<file path="config.mk">
export PLATFORM = sky130hd
export DESIGN_NAME = life_gen_sequencer
export DESIGN_NICKNAME = d
export VERILOG_FILES = /design/src/rtl/life_pkg.sv /design/src/rtl/life_req_latch.sv /design/src/rtl/life_gen_sequencer.sv
export SDC_FILE = /design/constraint.sdc
export NUM_CORES = 1
export LEC_CHECK = 0
export ABC_AREA = 0
export BUFFER_PORTS_ARGS = -buffer_cell sky130_fd_sc_hd__buf_2
export CAP_MARGIN = 5
export CELL_PAD_IN_SITES_DETAIL_PLACEMENT = 0
export CELL_PAD_IN_SITES_GLOBAL_PLACEMENT = 1
export CORE_AREA = 5 5 64 66
export DETAILED_ROUTE_END_ITERATION = 8
export DIE_AREA = 0 0 69 71
export PLACE_DENSITY = 0.72
export SLEW_MARGIN = 20
export SYNTH_ARGS = -nofsm -noshare
export SYNTH_HDL_FRONTEND = slang
export SYNTH_SLANG_ARGS = --single-unit
</file>
<file path="constraint.sdc">
create_clock -name clk -period 2.15 [get_ports clk]
set_clock_uncertainty 0.15 [all_clocks]
set_input_delay 0.215 -clock clk [delete_from_list [all_inputs] [get_ports clk]]
set_output_delay 0.215 -clock clk [all_outputs]
set_load 0.02 [all_outputs]
</file>
<file path="src/rtl/life_pkg.sv">
// Shared Game-of-Life definitions: generation FSM state encoding and board
// geometry defaults, also used by Block_Mem and Display.
package life_pkg;

  localparam int LIFE_NUM_BLOCKS = 4;
  localparam int LIFE_POS_W      = 2;

  typedef enum logic [2:0] {
    ST_IDLE       = 3'd0,
    ST_WAIT_FRAME = 3'd1,
    ST_ADDR       = 3'd2,
    ST_LOAD       = 3'd3,
    ST_RUN        = 3'd4,
    ST_STORE      = 3'd5,
    ST_DONE       = 3'd6
  } life_state_e;

endpackage

</file>
<file path="src/rtl/life_req_latch.sv">
// Generation request latch: holds one pending request, flags dropped requests
// as a sticky overrun, and (with LIFE_SINGLE_STEP_EN) turns a rising edge of
// step into a request while the board is paused.
module life_req_latch (
  input  logic clk,
  input  logic reset,
`ifdef LIFE_SINGLE_STEP_EN
  input  logic step,
`endif
  input  logic enb,
  input  logic trigger,
  input  logic consume,
  output logic req,
  output logic overrun
);

  logic pending_q, pending_d;
  logic overrun_q, overrun_d;
  logic new_req;

`ifdef LIFE_SINGLE_STEP_EN
  logic step_q, step_d;

  // Single-step only counts while paused; running boards ignore it.
  always_comb begin
    step_d  = step;
    new_req = (trigger & enb) | (step & ~step_q & ~enb);
  end

  // Step history for edge detection.
  always_ff @(posedge clk) begin
    if (!reset) step_q <= 1'b0;
    else        step_q <= step_d;
  end
`else
  // Only the rate tick can request a generation.
  always_comb new_req = trigger & enb;
`endif

  // A fresh request can be consumed in the same cycle it arrives, so the FSM
  // sees pending_q or the incoming one. A request landing on a held one is lost.
  always_comb begin
    req       = pending_q | new_req;
    pending_d = pending_q;
    overrun_d = overrun_q;
    if (new_req && pending_q) overrun_d = 1'b1;
    if (consume)              pending_d = 1'b0;
    else if (new_req)         pending_d = 1'b1;
  end

  // Request state registers.
  always_ff @(posedge clk) begin
    if (!reset) begin
      pending_q <= 1'b0;
      overrun_q <= 1'b0;
    end else begin
      pending_q <= pending_d;
      overrun_q <= overrun_d;
    end
  end

  assign overrun = overrun_q;

endmodule

</file>
<file path="src/rtl/life_gen_sequencer.sv">
// Game-of-Life generation sequencer: walks every 4x4 tile in block memory
// (address, load, step, write back) once per generation, starting only at a
// frame boundary after a rate tick. Optional macro LIFE_SINGLE_STEP_EN adds a
// step input for manual single generations while paused.
module life_gen_sequencer
  import life_pkg::*;
#(
  parameter int NUM_BLOCKS = LIFE_NUM_BLOCKS,
  parameter int POS_W      = LIFE_POS_W,
  parameter int READ_LAT   = 2,
  parameter int GEN_W      = 16
) (
  input  logic             clk,
  input  logic             reset,
  input  logic             enb,
  input  logic             trigger,
  input  logic             frame,
`ifdef LIFE_SINGLE_STEP_EN
  input  logic             step,
`endif
  output logic [POS_W-1:0] pos,
  output logic             write_array,
  output logic             run,
  output logic             write_mem,
  output logic             busy,
  output logic [GEN_W-1:0] gen_count,
  output logic             overrun
);

  localparam int LAT_W = (READ_LAT > 1) ? $clog2(READ_LAT) : 1;

  life_state_e      state_q, state_d;
  logic [POS_W-1:0] pos_q, pos_d;
  logic [LAT_W-1:0] lat_cnt_q, lat_cnt_d;
  logic [GEN_W-1:0] gen_count_q, gen_count_d;
  logic             write_array_q, write_array_d;
  logic             run_q, run_d;
  logic             write_mem_q, write_mem_d;
  logic             busy_q, busy_d;
  logic             consume, req;

  life_req_latch u_req (
    .clk     (clk),
    .reset   (reset),
`ifdef LIFE_SINGLE_STEP_EN
    .step    (step),
`endif
    .enb     (enb),
    .trigger (trigger),
    .consume (consume),
    .req     (req),
    .overrun (overrun)
  );

  // Next-state and registered-output decode; strobes follow the next state so
  // each is high exactly while the FSM sits in its state.
  always_comb begin
    state_d     = state_q;
    pos_d       = pos_q;
    lat_cnt_d   = lat_cnt_q;
    gen_count_d = gen_count_q;
    consume     = 1'b0;
    case (state_q)
      ST_IDLE: if (req) begin
        state_d = ST_WAIT_FRAME;
        consume = 1'b1;
      end
      ST_WAIT_FRAME: if (frame) begin
        state_d   = ST_ADDR;
        pos_d     = '0;
        lat_cnt_d = '0;
      end
      ST_ADDR: begin
        if (lat_cnt_q == LAT_W'(READ_LAT - 1)) state_d = ST_LOAD;
        else                                   lat_cnt_d = lat_cnt_q + 1'b1;
      end
      ST_LOAD: state_d = ST_RUN;
      ST_RUN:  state_d = ST_STORE;
      ST_STORE: begin
        if (pos_q == POS_W'(NUM_BLOCKS - 1)) begin
          state_d = ST_DONE;
        end else begin
          state_d   = ST_ADDR;
          pos_d     = pos_q + 1'b1;
          lat_cnt_d = '0;
        end
      end
      ST_DONE: begin
        state_d     = ST_IDLE;
        gen_count_d = gen_count_q + 1'b1;
        pos_d       = '0;
      end
      default: state_d = ST_IDLE;
    endcase
    write_array_d = (state_d == ST_LOAD);
    run_d         = (state_d == ST_RUN);
    write_mem_d   = (state_d == ST_STORE);
    busy_d        = (state_d != ST_IDLE);
  end

  // State and output registers; reset abandons any partial generation.
  always_ff @(posedge clk) begin
    if (!reset) begin
      state_q       <= ST_IDLE;
      pos_q         <= '0;
      lat_cnt_q     <= '0;
      gen_count_q   <= '0;
      write_array_q <= 1'b0;
      run_q         <= 1'b0;
      write_mem_q   <= 1'b0;
      busy_q        <= 1'b0;
    end else begin
      state_q       <= state_d;
      pos_q         <= pos_d;
      lat_cnt_q     <= lat_cnt_d;
      gen_count_q   <= gen_count_d;
      write_array_q <= write_array_d;
      run_q         <= run_d;
      write_mem_q   <= write_mem_d;
      busy_q        <= busy_d;
    end
  end

  assign pos         = pos_q;
  assign write_array = write_array_q;
  assign run         = run_q;
  assign write_mem   = write_mem_q;
  assign busy        = busy_q;
  assign gen_count   = gen_count_q;

endmodule

</file>
==> metrics.txt, run 1 <==
FP Rows 22; Root Buffer clkbuf_4; syn avg cell area 8.78 um2; die width 69 um; die area 0.00490 mm2; Critical Path AT 2.00 ns; worst-path cell chain and3b_1, nand4_4, o31a_1, o21a_1; area growth from synthesis to layout 18.5%; worst min-delay path class in -> reg; Top FF cell, synth dfxtp_1; Synth area leaders dfxtp_1 43%, nor2_1 5.2%, xor2_1 4.1%; Starting Density 36.6%; CP startpoint kind register; first-pass GRT wire length 4890 um; # resized after CTS 0; Worst VDD drop 0.265 mV; vias per inst 5.10; Yosys reg bits 28; Clock Latency Late Sink 0.33 ns; Final Hold Viols 0; setup TNS 0 ns; Core Region 0.00352 mm2; post-route ant nets 0; CTS tree yes; Post-DP HPWL 2060 um; WL/cell 12.7 um; status finished clean; critical path's slowest cell dfxtp_1; final wirelength 2850 um; most frequent cell after synthesis dfxtp_1; Placed Area 0.00147 mm2; Pwr Density 562 mW/mm2; Mapped Cells 147; worst relative slew slack 76.2%; top cells by count, synth 28 x dfxtp_1, 18 x nor2_1, 13 x nand2_1; layout cell share with drive strength beyond 1 22.2%; RD Place Congestion 0.786; H-tree levels 1; Port Buf Inserts 27; CP Data Required Time 2.24 ns; postcts setup bufs 0; # setup viols final 0; Post-synth EDFFs 0; sequential area share after synthesis 43.5%; crit-path max FO 13; max incr delay on CP 0.56 ns; Clock Path Buffers 2; # hold bufs at CTS 2; total power 0.859 mW; WHS Path Cells 2; dpl ws 0.267 ns; total grt overflow 0; Worst-Margin Slew 0.356 ns; critical path class reg -> reg; TritonRoute pass-1 iters 4; Die Y 71 um; period utilization 88.5%; Register Area 561 um2; leakage power 0.661 nW; Synth Warn # 0; drt initial violations 55; Synth area leader dfxtp_1; asr flop ratio synth 0%; min Tclk post-route 1.90 ns; clock buffer count from CTS 3; Multi-input gate area 679 um2; clock slew at reported path FFs 0.15 ns; f_max 525 MHz; Synth top area share 43.5%; Worst Reg-to-Reg Cells 4; RSZ-0062 raised after global routing false; largest net degree at the start of global routing 17; CTS Sinks 28; Pins Over Slew Limit 0; vias in the first global route 1057; gr usage total 11.9%; number of library cell types mapped by synthesis 41; syn_nets 154; nets@finish 184; Remaining DRCs 0; n_diodes 0; CP Capture Type register; layout filler cell count 401; Worst Setup Slack, final 0.246 ns; # IOs 28; via count 1143; max cap viols 0; fin area 0.00153 mm2; mapped cell area 0.00129 mm2; initial antenna violation count 0
critical path, delay by kind of cell (launching register included):
family,cells,cell delay [ns]
compound gates,2,0.51
flops,1,0.56
simple gates,2,0.60
flip-flops by register name, indices dropped and copies added, names as in the netlist:
signal	cells
gen_count	16
state_q	3
pos	2
busy	1
lat_cnt_q	1
run	1
u_req.overrun	1
u_req.pending_q	1
write_array	1
write_mem	1
power breakdown:
part | internal (mW) | total (mW) | switching (mW) | leakage (nW)
clock network | 0.104 | 0.259 | 0.155 | 0.0210
registers | 0.528 | 0.537 | 0.00900 | 0.226
logic | 0.0262 | 0.0631 | 0.0369 | 0.414
per-layer routing:
metal / vias up / track usage (%) / part of all wire (%)
met5: - / 0 / 0
met3: 2 / 2.13 / 3.9
met1: 541 / 15.7 / 50
met2: 25 / 19.6 / 45
li1: 575 / - / -
met4: 0 / 3.90 / 0.63
kinds of logic after synthesis:
group | Yosys count | synth area share [%]
AND/OR/NAND/NOR | 70 | 31.5
flip-flops | 28 | 43.5
AO/OA/AOI/OAI | 25 | 11.3
buffers and inverters | 11 | 3.88
XOR/XNOR | 7 | 4.75
multiplexers | 4 | 3.10
adder cells (fa/ha/maj) | 2 | 1.94
cell usage in the layout (no fill, tap or decap), types with 2 or more instances in the layout:
| cell | Yosys | layout |
|---|---|---|
| dfxtp_1 | 28 | 28 |
| buf_2 | 1 | 27 |
| nor2_1 | 18 | 18 |
| nand2_1 | 13 | 13 |
| a21oi_1 | 9 | 9 |
| o21ai_0 | 8 | 8 |
| xor2_1 | 6 | 6 |
| nand4_1 | 5 | 5 |
| or3_1 | 4 | 4 |
| inv_1 | 4 | 4 |
| mux2i_1 | 4 | 4 |
| and2_1 | 3 | 3 |
| nor4_1 | 3 | 3 |
| nand3_1 | 3 | 3 |
| nor3_1 | 3 | 3 |
| nand2b_1 | 3 | 3 |
| clkbuf_4 | 0 | 3 |
| buf_4 | 0 | 3 |
| and3_1 | 2 | 2 |
| nor2b_1 | 2 | 2 |
| o31a_1 | 2 | 2 |
| ha_1 | 2 | 2 |
| dlygate4sd3_1 | 0 | 2 |
per-stage QoR:
stage / std cells / utilization [%] / hold slack (ns)
global placement: 218 / 41.8 / 0.291
global route: 224 / 43.4 / 0.0748
CTS: 224 / 43.4 / 0.0650
detailed placement: 218 / 41.8 / 0.307
floorplan: 147 / - / 0.217
finish: 224 / 43.4 / 0.0695
area by class of cell:
type | instances | share of cell area, %
multi-input cells | 108 | 44.4
flip-flops and latches | 28 | 36.7
repair buffers | 32 | 11.6
well taps | 48 | 3.93
clock buffers | 4 | 2.37
inverters | 4 | 0.982
final timing paths:
check / start / to / slack, ns
max: state_q[1]$_SDFF_PN0_ / gen_count[13]$_SDFFE_PN0P_ / 0.25
min reg2reg: gen_count[15]$_SDFFE_PN0P_ / gen_count[15]$_SDFFE_PN0P_ / 0.34
max reg2reg: state_q[1]$_SDFF_PN0_ / gen_count[13]$_SDFFE_PN0P_ / 0.25
min: reset / gen_count[13]$_SDFFE_PN0P_ / 0.07
Note: power is estimated with default switching activity, not from simulation.
==> run 2, diff against run 1 <==
--- a/config.mk
+++ b/config.mk
@@ -13,8 +13,9 @@
 export CORE_AREA = 5 5 64 66
 export DETAILED_ROUTE_END_ITERATION = 8
 export DIE_AREA = 0 0 69 71
-export PLACE_DENSITY = 0.72
+export PLACE_DENSITY = 0.71
 export SLEW_MARGIN = 20
 export SYNTH_ARGS = -nofsm -noshare
 export SYNTH_HDL_FRONTEND = slang
+export SYNTH_HIERARCHICAL = 1
 export SYNTH_SLANG_ARGS = --single-unit
==> run 2 against run 1 <==
Compared with the run above:
- fmax is 2.1% higher
- clock-buffer cell count is 1 lower
- setup slack better by 0.038 ns
- combinational power is 13% higher
- critical endpoint is now gen_count[14]$_SDFFE_PN0P_
- largest cell class unchanged
==> metrics.txt, run 2 <==
syn_nets 151 (-1.9%); Yosys reg bits 28 (unchanged); die area 0.00490 mm2 (unchanged); WL met3 118 um (+6.3%); worst-path cell chain and3b_1, nand3_4, or4_1, a21oi_1; initial antenna violation count 0 (unchanged); Worst-Margin Slew 0.670 ns (+0.314 ns); clock buffer count from CTS 3 (unchanged); setup TNS 0 ns (unchanged); FP Rows 22 (unchanged); CTS Sinks 28 (unchanged); Pint 0.628 mW (-4.5%); RSZ-0062 raised after global routing false; critical path class reg -> reg; vias per inst 5.18 (+1.6%); Synth area leader dfxtp_1; # setup viols final 0 (unchanged); Critical Path AT 1.97 ns (-0.03 ns); switching fraction of total power 23.5% (+0.11 points); CP delay by family, top simple AND/OR/NAND/NOR gates; DR top layer met4; crit-path max FO 11 (-2); critical path's slowest cell dfxtp_1; Worst VDD drop 0.250 mV (-5.9%); Clock Latency Late Sink 0.31 ns (-0.02 ns); top cells by count, synth 28 x dfxtp_1, 13 x nor2_1, 11 x a21oi_1; Port Buf Inserts 27 (unchanged); Post-synth EDFFs 0 (unchanged); worst min-delay path class in -> reg; Post-Layout Cell Count 218 (-2.7%); # hold bufs at CTS 0 (-2); syn avg cell area 8.90 um2 (+1.4%); die width 69 um (unchanged); CP Capture Type register; Post-DP HPWL 2030 um (-1.4%); vias in the first global route 1064 (+0.66%); combinational power share 8.7% (+1.4 points); CP Data Required Time 2.25 ns (about the same); first-pass GRT wire length 4730 um (-3.3%); post-route ant nets 0 (unchanged); status finished clean; postcts setup bufs 0 (unchanged); area growth from synthesis to layout 16.1%; nets@finish 179 (-2.7%); WL met2 1370 um (+6.4%); CP startpoint kind register; Synth Warn # 6 (+6); switching pwr 0.193 mW (-4.0%); layout cell share with drive strength beyond 1 23.5% (+1.4 points); Clock Path Buffers 2 (unchanged); Root Buffer clkbuf_4; CTS tree yes; Core Region 0.00352 mm2 (unchanged); max cap viols 0 (unchanged); mapped cell area 0.00128 mm2 (-0.68%); Starting Density 36.4% (-0.25 points); most frequent cell after synthesis dfxtp_1; Reg power frac 66.0% (+3.5 points); Mapped Cells 144 (-2.0%); # IOs 28 (unchanged); WL/cell 12.3 um (-3.3%); leakage power 0.617 nW (-6.7%); clock slew at reported path FFs 0.14 ns (about the same); via count 1130 (-1.1%); most frequent cells in the layout 28 x dfxtp_1, 27 x buf_2, 13 x nor2_1; Final Hold Viols 0 (unchanged); met1 wire length 1170 um (-18%); RD Place Congestion 0.798 (+1.6%); largest net degree at the start of global routing 22 (+5); dpl ws 0.322 ns (+0.0546 ns); Pwr Density 552 mW/mm2 (-1.7%); f_max 536 MHz (+2.1%); sequential area share after synthesis 43.7% (+0.30 points); Remaining DRCs 0 (unchanged); asr flop ratio synth 0% (unchanged); Synth area leaders dfxtp_1 44%, a21oi_1 4.3%, nor2_1 3.8%; Worst Setup Slack, final 0.285 ns (+0.0382 ns); # resized after CTS 0 (unchanged); n_diodes 0 (unchanged); min Tclk post-route 1.87 ns (-0.0382 ns); Buffers & Inverters on Critical Path 0 (unchanged); Die Y 71 um (unchanged); worst relative slew slack 55.3% (-21 points); clock power share 25.3% (-4.9 points); most common cell after layout, fill and taps aside dfxtp_1; final wirelength 2680 um (-5.9%); max incr delay on CP 0.57 ns (about the same); drt initial violations 73 (+33%); gr usage total 11.5% (-0.34 points); period utilization 86.8% (-1.8 points); total grt overflow 0 (unchanged); Largest register FFs 16 (unchanged); dpl cells 215 (-1.4%); number of library cell types mapped by synthesis 43 (+4.9%); Top FF cell, synth dfxtp_1; Pins Over Slew Limit 0 (unchanged); H-tree levels 1 (unchanged); Synth top area share 43.7% (+0.30 points); TritonRoute pass-1 iters 4 (unchanged)
run 2: cell count changes after synthesis, moves of 3 or more:
cell / previous run / this run
xnor2_1: 1 / 4
xor2_1: 6 / 2
o31ai_1: 0 / 3
nand2_1: 13 / 9
nor2_1: 18 / 13
nor4_1: 3 / 0
mux2i_1: 4 / 1
run 2: stage by stage:
| stage | utilization, % | instance area, um2 | power, mW | hold WS [ns] |
|---|---|---|---|---|
| 3_5_place_dp | 41.6 | 1470 | 0.626 | 0.328 |
| 2_1_floorplan | - | 1280 | 0.606 | 0.187 |
| 4_1_cts | 42.2 | 1490 | 0.837 | 0.0100 |
| 3_3_place_gp | 41.6 | 1470 | 0.625 | 0.317 |
| 5_1_grt | 42.2 | 1490 | 0.864 | 0.0112 |
| 6_report | 42.2 | 1490 | 0.821 | 0.0267 |
run 2: path summary, 6_finish.rpt:
kind | from | to | slack (ns) | cells past startpoint
worst max-delay path | state_q[1]$_SDFF_PN0_ | gen_count[14]$_SDFFE_PN0P_ | 0.28 | 4
worst min-delay path | enb | u_req/overrun$_SDFFE_PN0P_ | 0.03 | 3
worst max register to register | state_q[1]$_SDFF_PN0_ | gen_count[14]$_SDFFE_PN0P_ | 0.28 | 4
worst min register to register | gen_count[1]$_SDFFE_PN0P_ | gen_count[1]$_SDFFE_PN0P_ | 0.36 | 2
run 2: power groups by stage:
stage,registers [mW],clock network [mW],logic [mW]
floorplan,0.551,0,0.0556
global placement,0.553,0,0.0719
detailed placement,0.554,0,0.0716
CTS,0.543,0.222,0.0719
global route,0.545,0.240,0.0793
finish,0.542,0.208,0.0713
run 2: worst register-to-register path, stage by stage, from the launching register on:
cell     delay [ns]
dfxtp_1        0.57
and3b_1        0.29
nand3_4        0.13
or4_1          0.51
a21oi_1        0.15
run 2: area by class of cell:
| class | count | area [um2] |
|---|---|---|
| multi-input combinational | 103 | 664 |
| tap | 48 | 60.1 |
| sequential | 28 | 561 |
| timing repair buffer | 30 | 158 |
| fill | 393 | 2040 |
| inverter | 6 | 22.5 |
| clock buffer | 3 | 22.5 |
run 2: cells by family after synthesis:
family,synth area share [%]
XOR/XNOR,4.10
multiplexers,0.781
AO/OA/AOI/OAI,15.6
AND/OR/NAND/NOR,29.4
buffers and inverters,4.39
flip-flops,43.8
adder cells (fa/ha/maj),1.95
run 2: layer usage:
layer / track usage (%) / vias up
li1: - / 569
met1: 13.3 / 538
met2: 20.9 / 21
met3: 2.27 / 2
met4: 4.56 / 0
met5: 0 / -
